`config.mk`:
```
export PLATFORM = sky130hd
export DESIGN_NAME = fp_adder_arbiter
export DESIGN_NICKNAME = d
export VERILOG_FILES = /design/src/rtl/fp_adder_arbiter.sv
export SDC_FILE = /design/constraint.sdc
export NUM_CORES = 1
export LEC_CHECK = 0
export BUFFER_PORTS_ARGS = -buffer_cell sky130_fd_sc_hd__buf_2
export CAP_MARGIN = 15
export CORE_UTILIZATION = 35
export CTS_BUF_LIST = sky130_fd_sc_hd__clkbuf_16
export DETAILED_ROUTE_END_ITERATION = 6
export SLEW_MARGIN = 20
export SYNTH_ARGS = -nofsm -noshare
export SYNTH_HDL_FRONTEND = slang
export SYNTH_SLANG_ARGS = --single-unit
```
`constraint.sdc`:
```
create_clock -name clk -period 3.1 [get_ports clk]
set_clock_uncertainty 0.05 [all_clocks]
set_input_delay 0 -clock clk [delete_from_list [all_inputs] [get_ports clk]]
set_output_delay 0 -clock clk [all_outputs]
set_load 0.005 [all_outputs]
```
`src/rtl/fp_adder_arbiter.sv`:
```
// fp_adder_arbiter: shares one fixed-latency FP adder between NUM_REQ
// requesters. Issue slots are granted round-robin (fixed priority when
// FP_ADDER_ARB_FIXED_PRIO_EN is defined). A valid/tag delay line matched to
// ADD_LATENCY follows each operation. Results are queued in a credit-protected
// FIFO and returned in issue order with the requester tag.
// Optional build macro: FP_ADDER_ARB_FIXED_PRIO_EN (lowest index wins, no rr_ptr).

`ifndef FP16
`define FP16 0
`endif
`ifndef FP32
`define FP32 1
`endif
`ifndef FP64
`define FP64 2
`endif
`ifndef BF16
`define BF16 3
`endif

module fp_adder_arbiter #(
   parameter int data_format = `FP32,
   parameter int DATA_W      = 32,
   parameter int NUM_REQ     = 4,
   parameter int ADD_LATENCY = 3,
   parameter int FIFO_DEPTH  = 4,
   parameter int TAG_W       = $clog2(NUM_REQ)
) (
   input  logic                      clk,
   input  logic                      rst,
   input  logic [NUM_REQ-1:0]        req_valid,
   output logic [NUM_REQ-1:0]        req_ready,
   input  logic [NUM_REQ*DATA_W-1:0] req_a,
   input  logic [NUM_REQ*DATA_W-1:0] req_b,
   output logic                      add_in_valid,
   output logic [DATA_W-1:0]         add_a,
   output logic [DATA_W-1:0]         add_b,
   input  logic                      add_out_valid,
   input  logic [DATA_W-1:0]         add_result,
   output logic                      out_valid,
   input  logic                      out_ready,
   output logic [DATA_W-1:0]         out_result,
   output logic [TAG_W-1:0]          out_tag,
   output logic                      err
);

   localparam int PTR_W = $clog2(FIFO_DEPTH);
   localparam int CNT_W = $clog2(FIFO_DEPTH) + 1;
   localparam int IGN_W = $clog2(ADD_LATENCY + 1);
   localparam int FMT_W = (data_format == `FP16) ? 16 :
                          (data_format == `BF16) ? 16 :
                          (data_format == `FP64) ? 64 : 32;

   // Reject configurations whose operand width disagrees with the format
   // or whose sizes fall outside the supported range.
   generate
      if (FMT_W != DATA_W || NUM_REQ < 2 || NUM_REQ > 8 || ADD_LATENCY < 1 ||
          FIFO_DEPTH < 2 || (FIFO_DEPTH & (FIFO_DEPTH - 1)) != 0) begin : g_bad_cfg
         $error("fp_adder_arbiter: unsupported parameter combination");
      end
   endgenerate

   // Per-requester operand views of the packed buses
   logic [DATA_W-1:0] req_a_arr [NUM_REQ];
   logic [DATA_W-1:0] req_b_arr [NUM_REQ];

   genvar gi;
   generate
      for (gi = 0; gi < NUM_REQ; gi++) begin : g_unpack
         assign req_a_arr[gi] = req_a[gi*DATA_W +: DATA_W];
         assign req_b_arr[gi] = req_b[gi*DATA_W +: DATA_W];
      end
   endgenerate

   // State
   logic [ADD_LATENCY-1:0] dl_valid_q;
   logic [TAG_W-1:0]       dl_tag_q [ADD_LATENCY];
   logic [IGN_W-1:0]       ign_q;
   logic [PTR_W-1:0]       wr_ptr_q, rd_ptr_q;
   logic [CNT_W-1:0]       cnt_q, cnt_d;
   logic                   err_q, err_d;
   logic [DATA_W-1:0]      mem_q [FIFO_DEPTH];
   logic [TAG_W-1:0]       tag_mem_q [FIFO_DEPTH];

   logic [31:0]      credits_used;
   logic             credit_ok;
   logic             grant_found;
   logic [TAG_W-1:0] grant_idx;
   logic             issue;

   // Credits: every in-flight op plus every buffered result holds one slot
   always_comb begin
      credits_used = 32'($countones(dl_valid_q)) + 32'(cnt_q);
      credit_ok    = credits_used < 32'(FIFO_DEPTH);
   end

`ifdef FP_ADDER_ARB_FIXED_PRIO_EN
   // Fixed priority: lowest-index valid requester wins
   always_comb begin
      grant_found = 1'b0;
      grant_idx   = '0;
      for (int i = NUM_REQ - 1; i >= 0; i--) begin
         if (req_valid[i]) begin
            grant_found = 1'b1;
            grant_idx   = TAG_W'(i);
         end
      end
   end
`else
   logic [TAG_W-1:0] rr_ptr_q, rr_ptr_d;
   logic [TAG_W-1:0] rr_idx;

   // Round-robin: first valid requester at or after rr_ptr, wrapping
   always_comb begin
      grant_found = 1'b0;
      grant_idx   = '0;
      rr_idx      = '0;
      for (int i = 0; i < NUM_REQ; i++) begin
         rr_idx = TAG_W'((int'(rr_ptr_q) + i) % NUM_REQ);
         if (!grant_found && req_valid[rr_idx]) begin
            grant_found = 1'b1;
            grant_idx   = rr_idx;
         end
      end
   end

   // Pointer moves past the granted requester only when an op is issued
   always_comb begin
      rr_ptr_d = rr_ptr_q;
      if (issue) begin
         rr_ptr_d = (grant_idx == TAG_W'(NUM_REQ - 1)) ? '0 : grant_idx + TAG_W'(1);
      end
   end

   // Round-robin pointer register
   always_ff @(posedge clk) begin
      if (rst) rr_ptr_q <= '0;
      else     rr_ptr_q <= rr_ptr_d;
   end
`endif

   // Nothing is granted while reset is held
   assign issue = grant_found & credit_ok & ~rst;

   // One-hot grant and issue datapath (operands forced to 0 when idle)
   always_comb begin
      req_ready = '0;
      if (issue) req_ready[grant_idx] = 1'b1;
   end

   assign add_in_valid = |(req_valid & req_ready);
   assign add_a        = add_in_valid ? req_a_arr[grant_idx] : '0;
   assign add_b        = add_in_valid ? req_b_arr[grant_idx] : '0;

   // Retire side: adder strobes are ignored for ADD_LATENCY cycles after reset
   // so results of operations issued before reset are dropped.
   logic             ret_valid;
   logic             fifo_full;
   logic             push, pop;
   logic [TAG_W-1:0] ret_tag;

   assign ret_valid = add_out_valid & (ign_q == '0) & ~rst;
   assign ret_tag   = dl_tag_q[ADD_LATENCY-1];
   assign fifo_full = (cnt_q == CNT_W'(FIFO_DEPTH));
   assign push      = ret_valid & ~fifo_full;
   assign pop       = out_valid & out_ready;

   // FIFO occupancy and sticky error next-state
   always_comb begin
      cnt_d = cnt_q;
      if (push && !pop)      cnt_d = cnt_q + CNT_W'(1);
      else if (!push && pop) cnt_d = cnt_q - CNT_W'(1);
      err_d = err_q | (ret_valid != dl_valid_q[ADD_LATENCY-1]) | (ret_valid & fifo_full);
   end

   // Tag delay line, reset guard counter, FIFO pointers and error flag
   always_ff @(posedge clk) begin
      if (rst) begin
         dl_valid_q <= '0;
         for (int i = 0; i < ADD_LATENCY; i++) dl_tag_q[i] <= '0;
         ign_q    <= IGN_W'(ADD_LATENCY);
         wr_ptr_q <= '0;
         rd_ptr_q <= '0;
         cnt_q    <= '0;
         err_q    <= 1'b0;
      end else begin
         dl_valid_q[0] <= add_in_valid;
         dl_tag_q[0]   <= grant_idx;
         for (int i = 1; i < ADD_LATENCY; i++) begin
            dl_valid_q[i] <= dl_valid_q[i-1];
            dl_tag_q[i]   <= dl_tag_q[i-1];
         end
         if (ign_q != '0) ign_q <= ign_q - IGN_W'(1);
         if (push) wr_ptr_q <= wr_ptr_q + PTR_W'(1);
         if (pop)  rd_ptr_q <= rd_ptr_q + PTR_W'(1);
         cnt_q <= cnt_d;
         err_q <= err_d;
      end
   end

   // Result storage; contents are only meaningful below the count
   always_ff @(posedge clk) begin
      if (push) begin
         mem_q[wr_ptr_q]     <= add_result;
         tag_mem_q[wr_ptr_q] <= ret_tag;
      end
   end

   assign out_valid  = (cnt_q != '0);
   assign out_result = out_valid ? mem_q[rd_ptr_q] : '0;
   assign out_tag    = out_valid ? tag_mem_q[rd_ptr_q] : '0;
   assign err        = err_q;

endmodule

```
Word level (Yosys, flattened, before mapping)
Memories as Yosys holds them, arrays and structs flattened. A register that Yosys moved wholly into a read port is not among the register bits.
Index checks and enable logic that the tools add are counted.
{"block": "word_totals", "n_memories": 3, "reg_bits": 15, "mem_bits_rw": 142}
{"block": "classes", "eq_ne": 3, "bitwise_logic": 16, "order_cmp": 8, "add_sub_neg": 12, "n_reduce_logical": 16, "mux": 44}
{"memory": "mem_q", "depth": 4, "word_bits": 32, "rd": 1, "rd_ports_with_merged_regs": 1, "wr": 1, "line_no": "82", "rtl": "logic [DATA_W-1:0] mem_q [FIFO_DEPTH];"}
{"memory": "tag_mem_q", "depth": 4, "word_bits": 2, "rd": 1, "rd_ports_with_merged_regs": 1, "wr": 1, "line_no": "83", "rtl": "logic [TAG_W-1:0] tag_mem_q [FIFO_DEPTH];"}
{"memory": "dl_tag_q", "depth": 3, "word_bits": 2, "rd": 3, "rd_ports_with_merged_regs": 0, "wr": 3, "line_no": "77", "rtl": "logic [TAG_W-1:0] dl_tag_q [ADD_LATENCY];"}
{"operator": "$mux 32", "count": 7}
{"operator": "$bmux 32 s2", "count": 2}
{"operator": "$mux 2", "count": 13}
{"operator": "$lt 2x3->1 const B", "count": 5}
{"operator": "$mux 1", "count": 14}
{"operator": "$add 2x1->2 const B", "count": 4}
{"operator": "$bmux 1 s2", "count": 4}
{"operator": "$and 1x1->1", "count": 7}
{"operator": "$logic_and 1x1->1", "count": 6}
{"operator": "$mux 3", "count": 2}
{"operator": "$logic_not 1->1", "count": 5}
{"operator": "$or 1x1->1", "count": 5}
{"operator": "$add 2x2->2 const B", "count": 2}
{"operator": "$add 3x3->4", "count": 1}
{"operator": "$and 4x4->4", "count": 1}
{"operator": "$lt 4x3->1 const B", "count": 1}
{"operator": "$mux 4", "count": 1}
{"operator": "$reduce_bool 2->1", "count": 2}
{"operator": "$reduce_or 4->1", "count": 1}
{"operator": "$add 2x1->3", "count": 1}
{"operator": "$add 3x1->3 const B", "count": 1}
{"operator": "$eq 3x3->1 const B", "count": 1}
{"operator": "$ge 3x3->1 const B", "count": 1}
{"operator": "$not 2->3", "count": 1}
{"operator": "other kinds (10)", "count": 11}

Longest topological paths before layout
{"block": "logic_depth", "ltp_word": 20, "mapped_depth": 14, "mapped_depth_nobuf": 11}

Worst setup path before layout
No wires, ideal clock.
{"block": "synth_path", "path_kind": "register to register", "start": "reg ign_q[0]", "end": "reg cnt_q[2]", "stages_incl_launch_ff": 12, "t_arrival_ns": 2.451, "t_required_ns": 2.980, "n_path_buf": 0, "setup_ns": 0.070, "path_slack_ns": 0.528, "cell_sequence": "dfxtp_1 > inv_1 > ha_1 > nand2_1 > a21oi_1 > nor2b_1 > ha_1 > inv_1 > fa_1 > xor2_1 > or3_2 > a21oi_1"}
{"block": "synth_between", "elab_chain_cells": 7, "word_cells_on_any_way": 9, "cone_classes": "mux: 1; bitwise: 3; reduce/logical: 5"}
{"item": "from (decl)", "line_no": "78", "rtl": "logic [IGN_W-1:0] ign_q;"}
{"item": "from (signal assigned)", "line_no": "181", "rtl": "ign_q <= IGN_W'(ADD_LATENCY);"}
{"item": "from (signal assigned)", "line_no": "193", "rtl": "if (ign_q != '0) ign_q <= ign_q - IGN_W'(1);"}
{"item": "$logic_not 2->1 (*)", "line_no": "162", "rtl": "assign ret_valid = add_out_valid & (ign_q == '0) & ~rst;"}
{"item": "$and 1x1->1 (*) (2 in series)", "line_no": "162"}
{"item": "$and 1x1->1 (*)", "line_no": "165", "rtl": "assign push = ret_valid & ~fifo_full;"}
{"item": "via push", "line_no": "159", "rtl": "logic push, pop;"}
{"item": "$logic_not 1->1", "line_no": "172", "rtl": "else if (!push && pop) cnt_d = cnt_q - CNT_W'(1);"}
{"item": "$logic_and 1x1->1", "line_no": "172"}
{"item": "$reduce_bool 2->1 (no source line)"}
{"item": "to (signal assigned)", "line_no": "196", "rtl": "cnt_q <= cnt_d;"}
{"item": "to (decl)", "line_no": "80", "rtl": "logic [CNT_W-1:0] cnt_q, cnt_d;"}
Mark *: on every way through the listed nets, which the timed path passes. The rest lies on a longest branch.
A chain may end at the register's enable or synchronous reset.

Worst setup path after layout
{"block": "layout_path", "start": "reg cnt_q[0]", "end": "out add_b[9]"}
{"block": "layout_between", "elab_chain_cells": 8}
{"item": "$add 3x3->4", "line_no": "93", "rtl": "credits_used = 32'($countones(dl_valid_q)) + 32'(cnt_q);"}
{"item": "$lt 4x3->1", "line_no": "94", "rtl": "credit_ok = credits_used < 32'(FIFO_DEPTH);"}
{"item": "$and 1x1->1 (2 in series)", "line_no": "143", "rtl": "assign issue = grant_found & credit_ok & ~rst;"}
{"item": "$mux 4", "line_no": "148", "rtl": "if (issue) req_ready[grant_idx] = 1'b1;"}
{"item": "$and 4x4->4", "line_no": "151", "rtl": "assign add_in_valid = |(req_valid & req_ready);"}
{"item": "$reduce_or 4->1", "line_no": "151"}
{"item": "$mux 32", "line_no": "153", "rtl": "assign add_b = add_in_valid ? req_b_arr[grant_idx] : '0;"}
{"item": "to (decl)", "line_no": "37", "rtl": "output logic [DATA_W-1:0] add_b,"}
No other way between the ends.

==> flow_metrics.py <==
metrics = {
    "route": {
        "drtAntennaViolNets": 0,
        "drt_pass1_iterations": 6,
        "num_vias": 6699,
        "drt_iter0_markers": 339,
        "drc": 0,
        "postRouteWirelength_mm": 27.99,
        "via_per_inst": 5.003,
        "wl_per_cell_um": 20.90,
    },
    "placement": {
        "dp_slack_ps": -176.1,
        "place_area_mm2": 0.01059,
        "dp_cells": 1258,
        "routabilityCongestion": 0.9305,
        "dp_hpwl_mm": 20.37,
        "portBuffers": 400,
    },
    "worst_setup_path": {
        "worst-r2r-setup-slack_ps": 450,
        "critPathMaxFanout": 32,
        "cp.required_ps": 3050,
        "criticalPathCategory": "flop to output port",
        "worstPathCellList": "inv_1, fa_1, inv_1, ha_1, a311oi_4, a21boi_4, nand2b_4, buf_12, o22ai_4, buf_2",
        "worstReg2RegStart": "ign_q[0]$_SDFFE_PP1P_",
        "endpoint_kind": "output port",
        "crit_arrival_ps": 2950,
        "slowest_delay_ps": 370,
        "crit_buf_inv": 4,
        "crit_top_cell": "inv_1",
        "r2r_cells": 11,
        "r2r-end": "cnt_q[2]$_SDFFE_PP0P_",
        "start_kind": "flop",
        "cp_slowest_cell": "dfxtp_2",
        "cp_top_family": "compound AO/OA/AOI/OAI gates",
    },
    "timing": {
        "rsz0062_at_grt": "false",
        "fin_ws_ps": 95.17,
        "final-max-slew-violation-count": 0,
        "fmax_mhz": 332.8,
        "fin_crit_sh_pct": 96.93,
        "period_minus_slack_ps": 3005,
        "worst_pin_slew_ps": 940.3,
        "setup-tns-final_ps": 0,
        "report.final.setup_viol": 0,
        "hold_viol_final": 0,
        "max_slew_margin_pct": 37.31,
    },
    "hold_path": {
        "hold_class": "input port to flop",
        "hold_depth": 4,
        "whs_endpoint": "rr_ptr_q[0]$_SDFFE_PP0N_",
        "hp-start": "req_valid[3]",
    },
    "synthesis": {
        "async_reset_ff_share_pct": 0,
        "synth_area_mm2": 0.008207,
        "synthCells": 561,
        "synth_seq_cells": 159,
        "synth_ff_type": "edfxtp_1",
        "synth-warning-count": 0,
        "ys_types": 37,
        "synth_seq_area_share_pct": 55.37,
        "syn_nets": 870,
        "yosys.area.top_type_share_pct": 49.76,
        "syn_avg_cell_area_um2": 14.63,
        "synth_edf_count": 136,
        "yosys-top-cells-area": "edfxtp_1 (50%), mux2i_1 (16%), mux4_2 (9.3%)",
        "yosysTopAreaCell": "edfxtp_1",
    },
    "global_routing": {
        "overflow": 0,
        "grt_max_degree": 120,
        "grt_pass1_vias": 6390,
        "grt_use_total_pct": 22.49,
        "antenna_found_initial": 5,
        "grt_pass1_wl_mm": 39.39,
    },
    "cells_and_area": {
        "multi_input_area_mm2": 0.003532,
        "final_cells": 1339,
        "post_route_cells_drive_above_1_share_pct": 51.96,
        "num-fill-cells": 2069,
        "area_growth_pct": 44.49,
        "final_cell_mix": "buf_2 (400), edfxtp_1 (136), mux2i_1 (131)",
        "utilization_pct": 51.90,
        "layout.area.seq_mm2": 0.004548,
        "fin_area_mm2": 0.01186,
        "nets": 1318,
        "final_common_cell": "buf_2",
    },
    "clocking": {
        "cts_max_path_buffers": 2,
        "cts_tree": "built",
        "numCtsBuffers": 17,
        "insertion_delay_ps": 410,
        "clk_pin_slew_worst_paths_ps": 60,
        "h-tree-depth": 4,
        "cts_sinks": 159,
        "root_buffer": "clkbuf_16",
    },
    "floorplan": {
        "dieArea_mm2": 0.02406,
        "die_h_um": 155.1,
        "fp.coreArea_mm2": 0.02285,
        "start_util_pct": 35.92,
        "die_w_um": 155.1,
        "num_rows": 55,
        "ios": 401,
    },
    "flow_run": {
        "maxCapViolCount": 0,
    },
    "power": {
        "p_per_area_mw_per_mm2": 619.2,
        "p_leak_nw": 5.038,
        "irDropWorstVdd_mv": 0.3364,
    },
    "status": {
        "outcome": "completed",
    },
}
-- cell families (layout without fill, tap and decap cells) --
| group | Yosys count | after routing | share of synthesized area, % |
|---|---|---|---|
| and+or+nand+nor | 79 | 82 | 5.641 |
| xor gates and xnor gates | 6 | 6 | 0.6403 |
| DFF | 159 | 159 | 55.37 |
| adders and majority gates | 13 | 13 | 2.165 |
| buffers and inverters | 56 | 514 | 3.995 |
| muxes | 165 | 165 | 25.31 |
| AOI/OAI and AO/OA | 83 | 83 | 6.876 |
| other | 0 | 4 | 0 |
-- where the power goes --
group | switching, W | internal [W]
sequential | 0.0000668 | 0.00239
clock | 0.000832 | 0.00128
combinational | 0.00142 | 0.00136
total | 0.00232 | 0.00502
-- Yosys cell counts (2+ instances only) --
master and count:
a21oi_1 6, a22oi_1 3, and2_1 38, and2_2 4, buf_1 3, buf_2 16, buf_6 13, clkbuf_1 10
dfxtp_1 23, edfxtp_1 136, fa_1 2, ha_1 11, inv_1 14, mux2i_1 131, mux4_2 34, nand2_1 2
nor2_1 18, nor2b_1 8, o21ai_0 4, o22ai_1 63, or3_2 2, xor2_1 5
-- layer usage --
layer  up-vias  global-route usage [%]  wire [um]
met5         -                       0          0
met4         0                   5.893        355
met3        19                   3.816       1393
met2       251                   39.79      14470
met1      3324                   28.38      11780
li1       3105                       -          -
-- how the worst max path moves through the flow --
stage / startpoint / to / slack [ps] / depth (start not counted)
after floorplan: ign_q[0]$_SDFFE_PP1P_ / cnt_q[2]$_SDFFE_PP0P_ / 530 / 11
after detailed placement: cnt_q[0]$_SDFFE_PP0P_ / add_b[9] / -180 / 9
final: cnt_q[0]$_SDFFE_PP0P_ / add_b[9] / 100 / 10
after global placement: cnt_q[0]$_SDFFE_PP0P_ / add_b[9] / -160 / 9
after CTS: cnt_q[0]$_SDFFE_PP0P_ / add_b[10] / 10 / 10
after global routing: cnt_q[0]$_SDFFE_PP0P_ / add_b[9] / 20 / 10
-- per-stage QoR --
step | hold slack, ps | total power, W
detailed placement | 169.4 | 0.005041
CTS | 15.14 | 0.007407
global placement | 168.4 | 0.005025
floorplan | 21.61 | 0.004002
finish | 41.28 | 0.007343
global route | 37.58 | 0.007706
-- sequential cells by signal (all words and copies together) (netlist names), 2 cells and up, named ones only --
signal,cells
cnt_q,3
dl_tag_q,6
dl_valid_q,3
ign_q,2
mem_q,128
rd_ptr_q,2
rr_ptr_q,2
tag_mem_q,8
wr_ptr_q,2
-- tightest hold or removal path, stage by stage --
cell     delay, ps
buf_2          150
o21ai_0        170
a22oi_1         60
nor2_1          80
-- repair_timing --
item,4_1_cts,5_1_grt
buffers inserted,5,0
gates resized for setup,23,3
hold buffers,36,0
pin swaps,1,2
endpoints found under the setup margin,64,44
gates cloned,3,1
endpoints found under the hold margin,149,0
-- area by class of cell --
cell class	instances	share of cell area, %
flip-flops and latches	159	38.36
multi-input cells	349	29.79
repair buffers	468	22.90
clock buffers	17	3.588
well taps	313	3.303
clock inverters	15	1.541
inverters	14	0.4432
diodes	4	0.08442
Note: power is estimated with default switching activity, not from simulation.
